$ cat src/rtl/sprite_anim_seq_pkg.sv
// Shared types and constants for the sprite animation sequencer.
package sprite_pkg;

  typedef enum logic {IDLE, WALK} anim_state_t;

  typedef logic [3:0] sprite_state_t;

  localparam int FRAMES_PER_ANIM = 4;

  localparam logic [1:0] DIR_DOWN  = 2'd0;
  localparam logic [1:0] DIR_LEFT  = 2'd1;
  localparam logic [1:0] DIR_RIGHT = 2'd2;
  localparam logic [1:0] DIR_UP    = 2'd3;

  // Plain walk-cycle successor: 0,1,2,3,0,...
  function automatic logic [1:0] next_frame_wrap(logic [1:0] f);
    return (f == 2'(FRAMES_PER_ANIM - 1)) ? 2'd0 : f + 2'd1;
  endfunction

endpackage

$ cat src/rtl/sprite_anim_seq_if.sv
// Handshake bundle between game/input logic and the sprite sequencer.
interface sprite_anim_seq_if;
  import sprite_pkg::*;

  logic          frame_tick;
  logic          move_en;
  logic [1:0]    dir;
  sprite_state_t sprite_state;
  logic          step;

  modport master (output frame_tick, move_en, dir, input sprite_state, step);
  modport slave  (input frame_tick, move_en, dir, output sprite_state, step);
endinterface

$ cat src/rtl/sprite_anim_seq_frame_div.sv
// Frame-tick divider: counts ticks while enabled, pulses adv on the tick
// that completes FRAME_DIV ticks. clr zeroes the count and masks adv.
module sprite_frame_div #(
  parameter int FRAME_DIV = 8
) (
  input  logic clk,
  input  logic rst_n,
  input  logic clr,
  input  logic en,
  output logic adv
);
  localparam int W = $clog2(FRAME_DIV + 1);
  localparam logic [W-1:0] LAST = W'(FRAME_DIV - 1);

  logic [W-1:0] cnt;
  logic         at_last;

  assign at_last = (cnt == LAST);
  assign adv     = en & ~clr & at_last;

  // Tick counter; a clear wins over a coincident tick.
  always_ff @(posedge clk or negedge rst_n) begin
    if (!rst_n)   cnt <= '0;
    else if (clr) cnt <= '0;
    else if (en)  cnt <= at_last ? '0 : cnt + W'(1);
  end
endmodule

$ cat src/rtl/sprite_anim_seq.sv
// Sprite animation sequencer: 4-frame walk cycle per facing direction,
// advanced every FRAME_DIV frame ticks. Output {group, frame} is registered.
// Optional: define SPRITE_PINGPONG_EN for a 0,1,2,3,2,1,0,... sequence.
module sprite_anim_seq
  import sprite_pkg::*;
#(
  parameter int FRAME_DIV = 8
) (
  input logic              clk,
  input logic              rst_n,
  sprite_anim_seq_if.slave bif
);
  anim_state_t state;
  logic [1:0]  group;
  logic [1:0]  frame;
  logic        step_q;
  logic        dir_chg;
  logic        div_clr;
  logic        div_adv;
`ifdef SPRITE_PINGPONG_EN
  logic        pp_up;
`endif

  assign dir_chg = (bif.dir != group);
  // Divider only runs while walking with no direction change pending.
  assign div_clr = dir_chg | (state == IDLE) | ~bif.move_en;

  sprite_frame_div #(.FRAME_DIV(FRAME_DIV)) u_div (
    .clk   (clk),
    .rst_n (rst_n),
    .clr   (div_clr),
    .en    (bif.frame_tick),
    .adv   (div_adv)
  );

  // Walk FSM plus group/frame registers; dir change > stop > advance.
  always_ff @(posedge clk or negedge rst_n) begin
    if (!rst_n) begin
      state  <= IDLE;
      group  <= 2'd0;
      frame  <= 2'd0;
      step_q <= 1'b0;
`ifdef SPRITE_PINGPONG_EN
      pp_up  <= 1'b1;
`endif
    end else begin
      step_q <= 1'b0;
      state  <= bif.move_en ? WALK : IDLE;
      if (dir_chg) begin
        group <= bif.dir;
        frame <= 2'd0;
`ifdef SPRITE_PINGPONG_EN
        pp_up <= 1'b1;
`endif
      end else if (state == IDLE || !bif.move_en) begin
        frame <= 2'd0;
`ifdef SPRITE_PINGPONG_EN
        pp_up <= 1'b1;
`endif
      end else if (div_adv) begin
        step_q <= 1'b1;
`ifdef SPRITE_PINGPONG_EN
        if (pp_up) begin
          if (frame == 2'd3) begin
            frame <= 2'd2;
            pp_up <= 1'b0;
          end else begin
            frame <= frame + 2'd1;
          end
        end else begin
          if (frame == 2'd0) begin
            frame <= 2'd1;
            pp_up <= 1'b1;
          end else begin
            frame <= frame - 2'd1;
          end
        end
`else
        frame <= next_frame_wrap(frame);
`endif
      end
    end
  end

  assign bif.sprite_state = {group, frame};
  assign bif.step         = step_q;
endmodule

$ cat src/flat_wrapper.sv
// flat-port wrapper written by rule: the top's interface ports become plain ports
module sprite_anim_seq_flat import sprite_pkg::*;
#(
  parameter int FRAME_DIV = 8
)
  (clk, rst_n, bif_frame_tick, bif_move_en, bif_dir, bif_sprite_state, bif_step);
  sprite_anim_seq_if bif_i ();
  input logic clk;
  input logic rst_n;
  input wire logic [$bits(bif_i.frame_tick)-1:0] bif_frame_tick;
  input wire logic [$bits(bif_i.move_en)-1:0] bif_move_en;
  input wire logic [$bits(bif_i.dir)-1:0] bif_dir;
  output wire logic [$bits(bif_i.sprite_state)-1:0] bif_sprite_state;
  output wire logic [$bits(bif_i.step)-1:0] bif_step;
  assign bif_i.frame_tick = bif_frame_tick;
  assign bif_i.move_en = bif_move_en;
  assign bif_i.dir = bif_dir;
  assign bif_sprite_state = bif_i.sprite_state;
  assign bif_step = bif_i.step;
  sprite_anim_seq #(.FRAME_DIV(FRAME_DIV)) u_core (.clk(clk), .rst_n(rst_n), .bif(bif_i));
endmodule
$ cat config.mk
export PLATFORM = sky130hd
export DESIGN_NAME = sprite_anim_seq_flat
export DESIGN_NICKNAME = d
export VERILOG_FILES = /design/src/rtl/sprite_anim_seq_pkg.sv /design/src/rtl/sprite_anim_seq_if.sv /design/src/rtl/sprite_anim_seq_frame_div.sv /design/src/rtl/sprite_anim_seq.sv /design/src/flat_wrapper.sv
export SDC_FILE = /design/constraint.sdc
export NUM_CORES = 1
export LEC_CHECK = 0
export CORE_AREA = 2 2 39 41
export CTS_CLUSTER_SIZE = 14
export DETAILED_ROUTE_END_ITERATION = 8
export DIE_AREA = 0 0 41 43
export GPL_ROUTABILITY_DRIVEN = 1
export PLACE_DENSITY = 0.6
export SLEW_MARGIN = 20
export SYNTH_ARGS = -nofsm -noshare
export SYNTH_HDL_FRONTEND = slang
export SYNTH_SLANG_ARGS = --single-unit
export TNS_END_PERCENT = 5
$ cat constraint.sdc
create_clock -name clk -period 1.7 [get_ports clk]
set_input_delay 0.425 -clock clk [delete_from_list [all_inputs] [get_ports clk]]
set_output_delay 0.425 -clock clk [all_outputs]
set_load 0.02 [all_outputs]
==> metrics.cfg <==
[outcome]
status=completed

[place]
dp_hpwl_um=516
placedInstanceArea_um2=559
dp_cells=64
gp_congestion=0.594
portBuffers=10

[cts]
path_clk_slew_ns=0.06
clockRootBuffer=clkbuf_4
cts.sinks=10
postCtsHoldBufs=0
clock_path_buffers=2
htreeDepth=1
cts_buffers=3
clock_latency_ns=0.26
cts_tree=done

[final_layout]
n_antenna_cell=0
drive_gt1_share_pct=11.8
num-nets-final=61
finalCoreUtilization_pct=42.0
fin_cells=67
syn2layout_area_growth_pct=34.5
final_area_um2=581

[floorplanning]
pin_count=11
initial_core_util_pct=31.2
num_rows=14
die_h_um=43
die-area_um2=1760
core-area_um2=1380
die_x_um=41

[power]
seqPwrFrac_pct=55.4
p_leak_uw=0.000284
switching_share_pct=22.0
clock_power_share_pct=36.0
intPower_uw=345
p_switching_uw=97.1
p_per_area_nw_per_um2=761
peakVddDrop_mv=0.276
p_comb_share_pct=8.6

[critical_path]
crit_buf_inv=1
start_kind=flop
worstPathCellList=clkdlybuf4s50_1
critPathMaxFanout=3
endpoint_kind=output pin
cp.arrival_ns=1.24
crit_type=flop to output pin
worst_ep_required_time_ns=1.27
path_delay_family=buffers and inverters
slowest_delay_ns=0.61
path_depth=1
rr_worst_depth=4
cp_slowest_cell=clkdlybuf4s50_1

[routing]
vias=310
drt_drc_violations_left=0
wl_per_cell_um=10.7
ant_nets=0
first_pass_iters=2
drt_iter0_drc=4
drt-total-wl_um=715
viasPerCell=4.63

[global_routing]
grtUsageTotal_pct=11.3
grt_pass1_vias=296
antenna_found_initial=0
grt_pass1_wl_mm=1.24
overflow=0
grt_max_degree=11

[timing]
rsz0062_at_grt=false
setup_violations=0
worst_pin_slew_ns=0.456
finalCritPeriodShare_pct=97.7
hold-worst-slack_ns=0.479
final-hold-violation-count=0
relSlewSlack_pct=69.5
min_period_ns=1.66
final.setup_skew_ns=0.000708
tns_ns=0
maxSlewViolCount=0
fmax_mhz=602

[yosys]
ys_types=15
syn_inst=38
syn_area_per_cell_um2=11.4
ys_seq_area_share_pct=58.0
syn_area_um2=432
ys_seq_elements=10
syn_nets=46
yosys_warnings=0

[run]
maxCapViolations=0

[min_path]
hold_class=primary input to async pin

==> cells in the final DEF, fill, tap and decap left out, types with 2 or more instances in the layout <==
| cell | Yosys | routed |
|---|---|---|
| dfrtp_1 | 10 | 10 |
| nor2_1 | 4 | 4 |
| buf_4 | 0 | 2 |
| nand2_1 | 4 | 4 |
| xnor2_1 | 2 | 2 |
| ha_1 | 2 | 2 |
| a21oi_1 | 3 | 3 |
| or3_1 | 2 | 2 |
| mux2i_1 | 2 | 2 |
| clkdlybuf4s50_1 | 0 | 9 |
| nand4_1 | 2 | 2 |
| clkbuf_4 | 0 | 3 |
==> Yosys cell counts (all sizes together) <==
| cell | n | area share [%] |
|---|---|---|
| ha | 2 | 5.8 |
| nor2b | 1 | 1.5 |
| nand2b | 1 | 1.5 |
| dfrtp | 10 | 58 |
| nand4b | 1 | 3.5 |
| xnor2 | 2 | 4.1 |
| o21ai | 1 | 1.2 |
| mux2i | 2 | 4.6 |
| nor2 | 4 | 3.5 |
| or3 | 2 | 2.9 |
| clkbuf | 2 | 1.7 |
| nand4 | 2 | 2.9 |
| xor2 | 1 | 2.0 |
| a21oi | 3 | 3.5 |
| nand2 | 4 | 3.5 |
==> sequential cells by signal, summed over array words and instances (netlist names) <==
| name | count |
|---|---|
| u_core.frame | 2 |
| u_core.state | 1 |
| u_core.group | 2 |
| u_core.bif.step | 1 |
| u_core.u_div.cnt | 4 |
==> power groups by stage <==
stage,sequential (µW),combinational (µW),clock [µW]
finish,245,38.0,159
global route,245,41.9,174
CTS,245,38.9,165
detailed placement,249,39.0,0
global placement,249,38.7,0
floorplan,252,10.0,0
==> cell families after synthesis <==
kind of cell	synth area share, %
simple gates	19.1
mux	4.64
flops	58.0
compound gates	4.64
buf+inv	1.74
xor+xnor	6.09
fa+ha+maj	5.80
==> worst paths after layout <==
check                                    startpoint                  end  slack [ns]
max in group asynchronous                     rst_n      u_core.frame[0]        0.91
min in group clk                u_core.u_div.cnt[3]  u_core.u_div.cnt[3]        0.55
worst min-delay path                          rst_n  u_core.u_div.cnt[2]        0.48
worst max register to register  u_core.u_div.cnt[0]      u_core.frame[0]        0.39
worst max-delay path                u_core.frame[1]  bif_sprite_state[1]        0.04
worst min register to register  u_core.u_div.cnt[3]  u_core.u_div.cnt[3]        0.55
==> metal layers <==
| metal | vias to the layer above | track usage, % | routed length [µm] |
|---|---|---|---|
| met4 | 0 | 12.0 | 12 |
| met5 | - | 0 | 0 |
| met2 | 9 | 12.2 | 314 |
| met3 | 2 | 3.14 | 40 |
| met1 | 144 | 16.1 | 348 |
| li1 | 155 | - | - |
==> area by class of cell <==
class | count | area, µm²
clock buffer | 3 | 22.5
sequential | 10 | 250
timing repair buffer | 12 | 114
fill | 142 | 803
multi-input combinational | 26 | 174
tap | 16 | 20.0
==> what timing repair did <==
action,4_1_cts,5_1_grt
gates resized for setup,1,0
endpoints found under the setup margin,1,0
buffers inserted,0,0
==> through the flow <==
step	total power (µW)	setup WS, ns
2_1_floorplan	262	0.479
3_3_place_gp	288	0.0955
3_5_place_dp	288	0.0129
4_1_cts	449	0.0229
5_1_grt	461	0.000276
6_report	442	0.0396
Note: power is estimated with default switching activity, not from simulation.
